File: config.mk
export PLATFORM = sky130hd
export DESIGN_NAME = bit_gather
export DESIGN_NICKNAME = d
export VERILOG_FILES = /design/src/rtl/bit_gather.sv
export SDC_FILE = /design/constraint.sdc
export NUM_CORES = 1
export LEC_CHECK = 0
export ABC_CLOCK_PERIOD_IN_PS = 2100
export BUFFER_PORTS_ARGS = -buffer_cell sky130_fd_sc_hd__clkbuf_2
export CORE_UTILIZATION = 52
export DETAILED_ROUTE_END_ITERATION = 16
export HOLD_SLACK_MARGIN = 0.1
export PLACE_DENSITY_LB_ADDON = 0.05
export SETUP_SLACK_MARGIN = 0.4
export SLEW_MARGIN = 25
export SYNTH_ARGS = -nofsm -noshare
export SYNTH_HDL_FRONTEND = slang
export SYNTH_SLANG_ARGS = --single-unit
export TNS_END_PERCENT = 5
File: constraint.sdc
create_clock -name clk -period 2.1 [get_ports clk]
set_input_delay 0.315 -clock clk [delete_from_list [all_inputs] [get_ports clk]]
set_output_delay 0.315 -clock clk [all_outputs]
set_load 0.01 [all_outputs]
File: src/rtl/bit_gather.sv
// bit_gather: packs BEATS beats of LANES single-bit lanes into one WIDTH-bit
// word. Beat n lands at out_data[n*LANES +: LANES], so beat 0 is in the LSBs.
// A flush emits a partial word, zero-padded, with out_beats = beats held.
// The beat counter cnt is the fill state:
//   state | meaning
//   EMPTY | cnt == 0, the accumulator holds no beats
//   FILL  | 0 < cnt < BEATS, a partial word is being collected
// The output register carries its own valid flag. A consume and a load in the
// same cycle swap the word without a bubble.
// Optional build macro BIT_GATHER_PARITY_EN adds out_parity, which is the XOR
// of all out_data bits and is registered alongside out_data.
module bit_gather #(
  parameter  int LANES = 12,
  parameter  int BEATS = 4,
  localparam int WIDTH = LANES * BEATS,
  localparam int CW    = $clog2(BEATS + 1)
) (
  input  logic             clk,
  input  logic             rst_n,
  input  logic [LANES-1:0] in_bits,
  input  logic             in_valid,
  output logic             in_ready,
  input  logic             flush,
  output logic [WIDTH-1:0] out_data,
  output logic [CW-1:0]    out_beats,
  output logic             out_valid,
  input  logic             out_ready
`ifdef BIT_GATHER_PARITY_EN
  ,
  output logic             out_parity
`endif
);

  typedef enum logic {
    EMPTY = 1'b0,
    FILL  = 1'b1
  } fill_state_t;

  localparam logic [CW-1:0] LAST = CW'(BEATS - 1);

  fill_state_t      state;
  logic [CW-1:0]    cnt, cnt_d;
  logic [WIDTH-1:0] acc, acc_d;
  logic [WIDTH-1:0] merged;
  logic [WIDTH-1:0] out_data_d;
  logic [CW-1:0]    out_beats_d;
  logic [CW-1:0]    beats_now;
  logic             out_valid_d;
  logic             out_free;
  logic             accept;
  logic             complete;
  logic             emit;

  // Decode the fill state, accept beats, and choose the next accumulator and output contents.
  always_comb begin
    state       = (cnt == '0) ? EMPTY : FILL;
    // The output slot is free if it is empty or is being drained this cycle.
    out_free    = !out_valid || out_ready;
    // A non-final beat never needs the output slot, so it is always accepted.
    in_ready    = (cnt < LAST) || out_free;
    accept      = in_valid && in_ready;
    merged      = acc;
    for (int b = 0; b < BEATS; b++) begin
      if (accept && (cnt == CW'(b))) begin
        merged[b*LANES +: LANES] = in_bits;
      end
    end
    complete    = accept && (cnt == LAST);
    // A flush on an empty accumulator with no incoming beat has nothing to emit.
    emit        = complete || (flush && out_free && (accept || (state == FILL)));
    beats_now   = accept ? (cnt + CW'(1)) : cnt;

    cnt_d       = cnt;
    acc_d       = acc;
    out_data_d  = out_data;
    out_beats_d = out_beats;
    out_valid_d = out_valid;

    if (emit) begin
      cnt_d       = '0;
      acc_d       = '0;
      out_data_d  = merged;
      out_beats_d = beats_now;
      out_valid_d = 1'b1;
    end else begin
      if (accept) begin
        cnt_d = cnt + CW'(1);
        acc_d = merged;
      end
      if (out_ready) begin
        out_valid_d = 1'b0;
      end
    end
  end

  // Register the accumulator, beat counter and output word; reset discards any partial word.
  always_ff @(posedge clk or negedge rst_n) begin
    if (!rst_n) begin
      cnt       <= '0;
      acc       <= '0;
      out_data  <= '0;
      out_beats <= '0;
      out_valid <= 1'b0;
    end else begin
      cnt       <= cnt_d;
      acc       <= acc_d;
      out_data  <= out_data_d;
      out_beats <= out_beats_d;
      out_valid <= out_valid_d;
    end
  end

`ifdef BIT_GATHER_PARITY_EN
  // Register the parity of each word as it is loaded into the output register.
  always_ff @(posedge clk or negedge rst_n) begin
    if (!rst_n) begin
      out_parity <= 1'b0;
    end else if (emit) begin
      out_parity <= ^merged;
    end
  end
`endif

endmodule

==> impl_metrics.yaml <==
power_and_ir_drop:
  vdd_drop_max_mv: 0.650
  pwr_density_cell_nw_per_um2: 1430
  p_leak_nw: 2.41
  p_total_mw: 7.31
yosys:
  synth_top_family_by_area: "simple AND/OR/NAND/NOR gates"
  ys_seq_area_share_pct: 61.9
  syn_inst: 365
  ys_top_cells_by_area: "dfrtp_1 (62%), mux2i_1 (12%), a21oi_1 (4.8%)"
  synthTopCellsByCount: "dfrtp_1 (103), mux2i_1 (49), a21oi_1 (40), nor3_1 (40), nor2_1 (39)"
  synth_top_area_cell: "dfrtp_1"
  synthMuxAreaShare_pct: 11.8
  yosysTopAreaCellShare_pct: 61.9
  syn_area_per_cell_um2: 11.4
  async_reset_ff_share_pct: 100
  synthSimpleGateAreaFrac_pct: 13.0
  synth_fp_nets: 387
  synthFlopType: "dfrtp_1"
  synth_xor_area_share_pct: 0.210
  yosysMostFrequentCell: "dfrtp_1"
  synth_enable_flop_cells: 0
  synthAdderAreaFrac_pct: 1.50
  synth_cell_type_count: 26
  synth_compound_gate_area_share_pct: 7.42
  yosys_register_bits: 103
  yosys_warnings: 0
  syn_area_um2: 4170
setup_path:
  critPathKind: "reg2reg"
  reg2reg_slack_ps: 280
  crit_start: "cnt[1]$_DFF_PN0_"
  cp_num_buf_inv: 2
  timing.rr.start: "cnt[1]$_DFF_PN0_"
  crit_chain: "buf_4, and4b_1, nor3_2, buf_6, mux2i_1, a21oi_1"
  start_kind: "flip-flop"
  slowest_stage: "dfrtp_1"
  end_kind: "flip-flop"
  cpPeakStageDelay_ps: 430
  crit_fanout: 12
  endpoint: "out_data[35]$_DFFE_PN0P_"
  crit_arrival_ps: 2070
  r2r-end: "out_data[35]$_DFFE_PN0P_"
  crit_required_ps: 2350
  crit_family: "simple AND/OR/NAND/NOR gates"
  cp.depth: 6
  ff2ff_path_depth: 6
clock_tree:
  cts_tree: "built"
  clkTransAtPathRegs_ps: 100
  htree_levels: 3
  cts_buffer_depth: 2
  cts-root-buf: "clkbuf_8"
  clk_latency_ps: 370
  clock-sinks: 103
  numCtsBuffers: 9
floorplan:
  die_h_um: 91.5
  ios: 70
  fp.dieW_um: 91.5
  core_um2: 7730
  start_util_pct: 53.9
  rows: 32
  die-area_um2: 8370
finish:
  drive_above_1_share_pct: 29.0
  area_delta_synth_final_pct: 22.8
  fin_area_um2: 5120
  final_nets: 468
  diodes: 0
  final_cells: 553
grt:
  grtUsageTotal_pct: 25.2
  grt_pass1_vias: 2950
  grt_pass1_wl_um: 15800
  gr-total-overflow: 0
  antenna_found_initial: 0
  grt_max_degree: 66
sta:
  final-setup-viol-count: 0
  slew_viol_final: 0
  rsz0062_at_grt: "true"
  relSlewSlack_pct: 74.1
  hold_violations: 0
  min_period_ps: 1820
  fin_ws_ps: 282
  finalCritPeriodShare_pct: 86.6
  worst_clock_skew_ps: 8.06
  worstMarginPinSlew_ps: 389
  setup_tns_ps: 0
  timing.fmax_ghz: 0.550
drt:
  drt_iter0_drc: 180
  first_pass_iters: 4
  wl_um: 10300
  route.detailed.drc: 0
  antenna_left: 0
  wire_per_inst_um: 18.5
  vias_per_cell: 5.37
  vias: 2968
placed_design:
  numPortBuffers: 69
  place_area_um2: 4650
  hpwl_um: 5850
  place_inst: 521
  pre_cts_slack_ps: 225
  place.gp.congestion: 0.895
worst_hold_path:
  min_path_cells: 3
  hold_class: "in2reg"
outcome:
  run_status: "complete, no violations"
run:
  max_cap_viol_count: 0
[where the power goes]
group | switching, mW | internal [mW] | leakage, nW
Sequential | 0.410 | 2.72 | 1.33
Clock | 0.704 | 0.441 | 0.0881
Combinational | 1.67 | 1.36 | 0.988
[cells by family (layout without fill, tap and decap cells)]
logic type                 after synthesis  after routing
AOI/OAI and AO/OA                       59             59
buffers and inverters                   33            119
xor gates and xnor gates                 1              1
muxes                                   49             49
DFF                                    103            103
and+or+nand+nor                        115            115
adders and majority gates                5              5
[how the worst min path moves through the flow]
stage | start | endpoint | slack [ps]
2_1_floorplan | rst_n | acc[0]$_DFFE_PN0P_ | 20
3_3_place_gp | rst_n | out_beats[1]$_DFFE_PN0P_ | 150
3_5_place_dp | rst_n | cnt[1]$_DFF_PN0_ | 150
4_1_cts | in_bits[11] | out_data[47]$_DFFE_PN0P_ | 230
5_1_grt | in_bits[10] | out_data[46]$_DFFE_PN0P_ | 240
6_report | in_bits[0] | out_data[36]$_DFFE_PN0P_ | 240
[per-stage QoR]
stage	util (%)	hold WS (ps)
after floorplan	-	19.4
after global placement	60.2	152
after detailed placement	60.2	153
after CTS	64.3	231
after global routing	66.2	242
final	66.2	242
[sequential cells by signal (all words and copies together), names as in the netlist]
signal and flops:
out_beats 3, acc 48, cnt 3, out_valid 1, out_data 48
[worst min-delay path, cell delays in order]
cell	delay (ps)
clkbuf_2	140
nand2_1	60
o21ai_0	60
[cells in the final DEF (no fill, tap or decap), drive strengths merged, types with 2 or more instances in the layout]
| master | netlist | layout |
|---|---|---|
| buf | 15 | 25 |
| o21ai | 15 | 15 |
| nand2b | 2 | 2 |
| clkinv | 0 | 4 |
| dfrtp | 103 | 103 |
| a21oi | 40 | 40 |
| ha | 5 | 5 |
| nor3 | 40 | 40 |
| inv | 6 | 7 |
| nand2 | 16 | 16 |
| and2 | 12 | 12 |
| mux2i | 49 | 49 |
| clkbuf | 12 | 80 |
| nor2 | 39 | 39 |
[per-layer routing]
metal / GRT usage [%] / routed length [um] / up-vias
li1: - / - / 1406
met2: 38.6 / 4990 / 85
met1: 36.0 / 4570 / 1465
met4: 9.52 / 148 / 0
met5: 0 / 0 / -
met3: 4.44 / 539 / 12
[cell type report]
class	instances	area [um^2]
Clock buffer	10	128
Sequential cell	103	2580
Fill cell	613	2610
Multi-Input combinational cell	229	1520
Timing Repair Buffer	97	696
Clock inverter	6	46.3
Inverter	6	22.5
Tap cell	102	128
[repair_timing]
| item | 4_1_cts | 5_1_grt |
|---|---|---|
| cloned | 2 | 3 |
| endpoints found under the setup margin | 104 | 104 |
| hold buffers | 1 | 0 |
| gates resized for setup | 16 | 12 |
| endpoints found under the hold margin | 87 | 0 |
| pin swaps | 2 | 0 |
| buffers inserted | 6 | 4 |
Note: power is estimated with default switching activity, not from simulation.
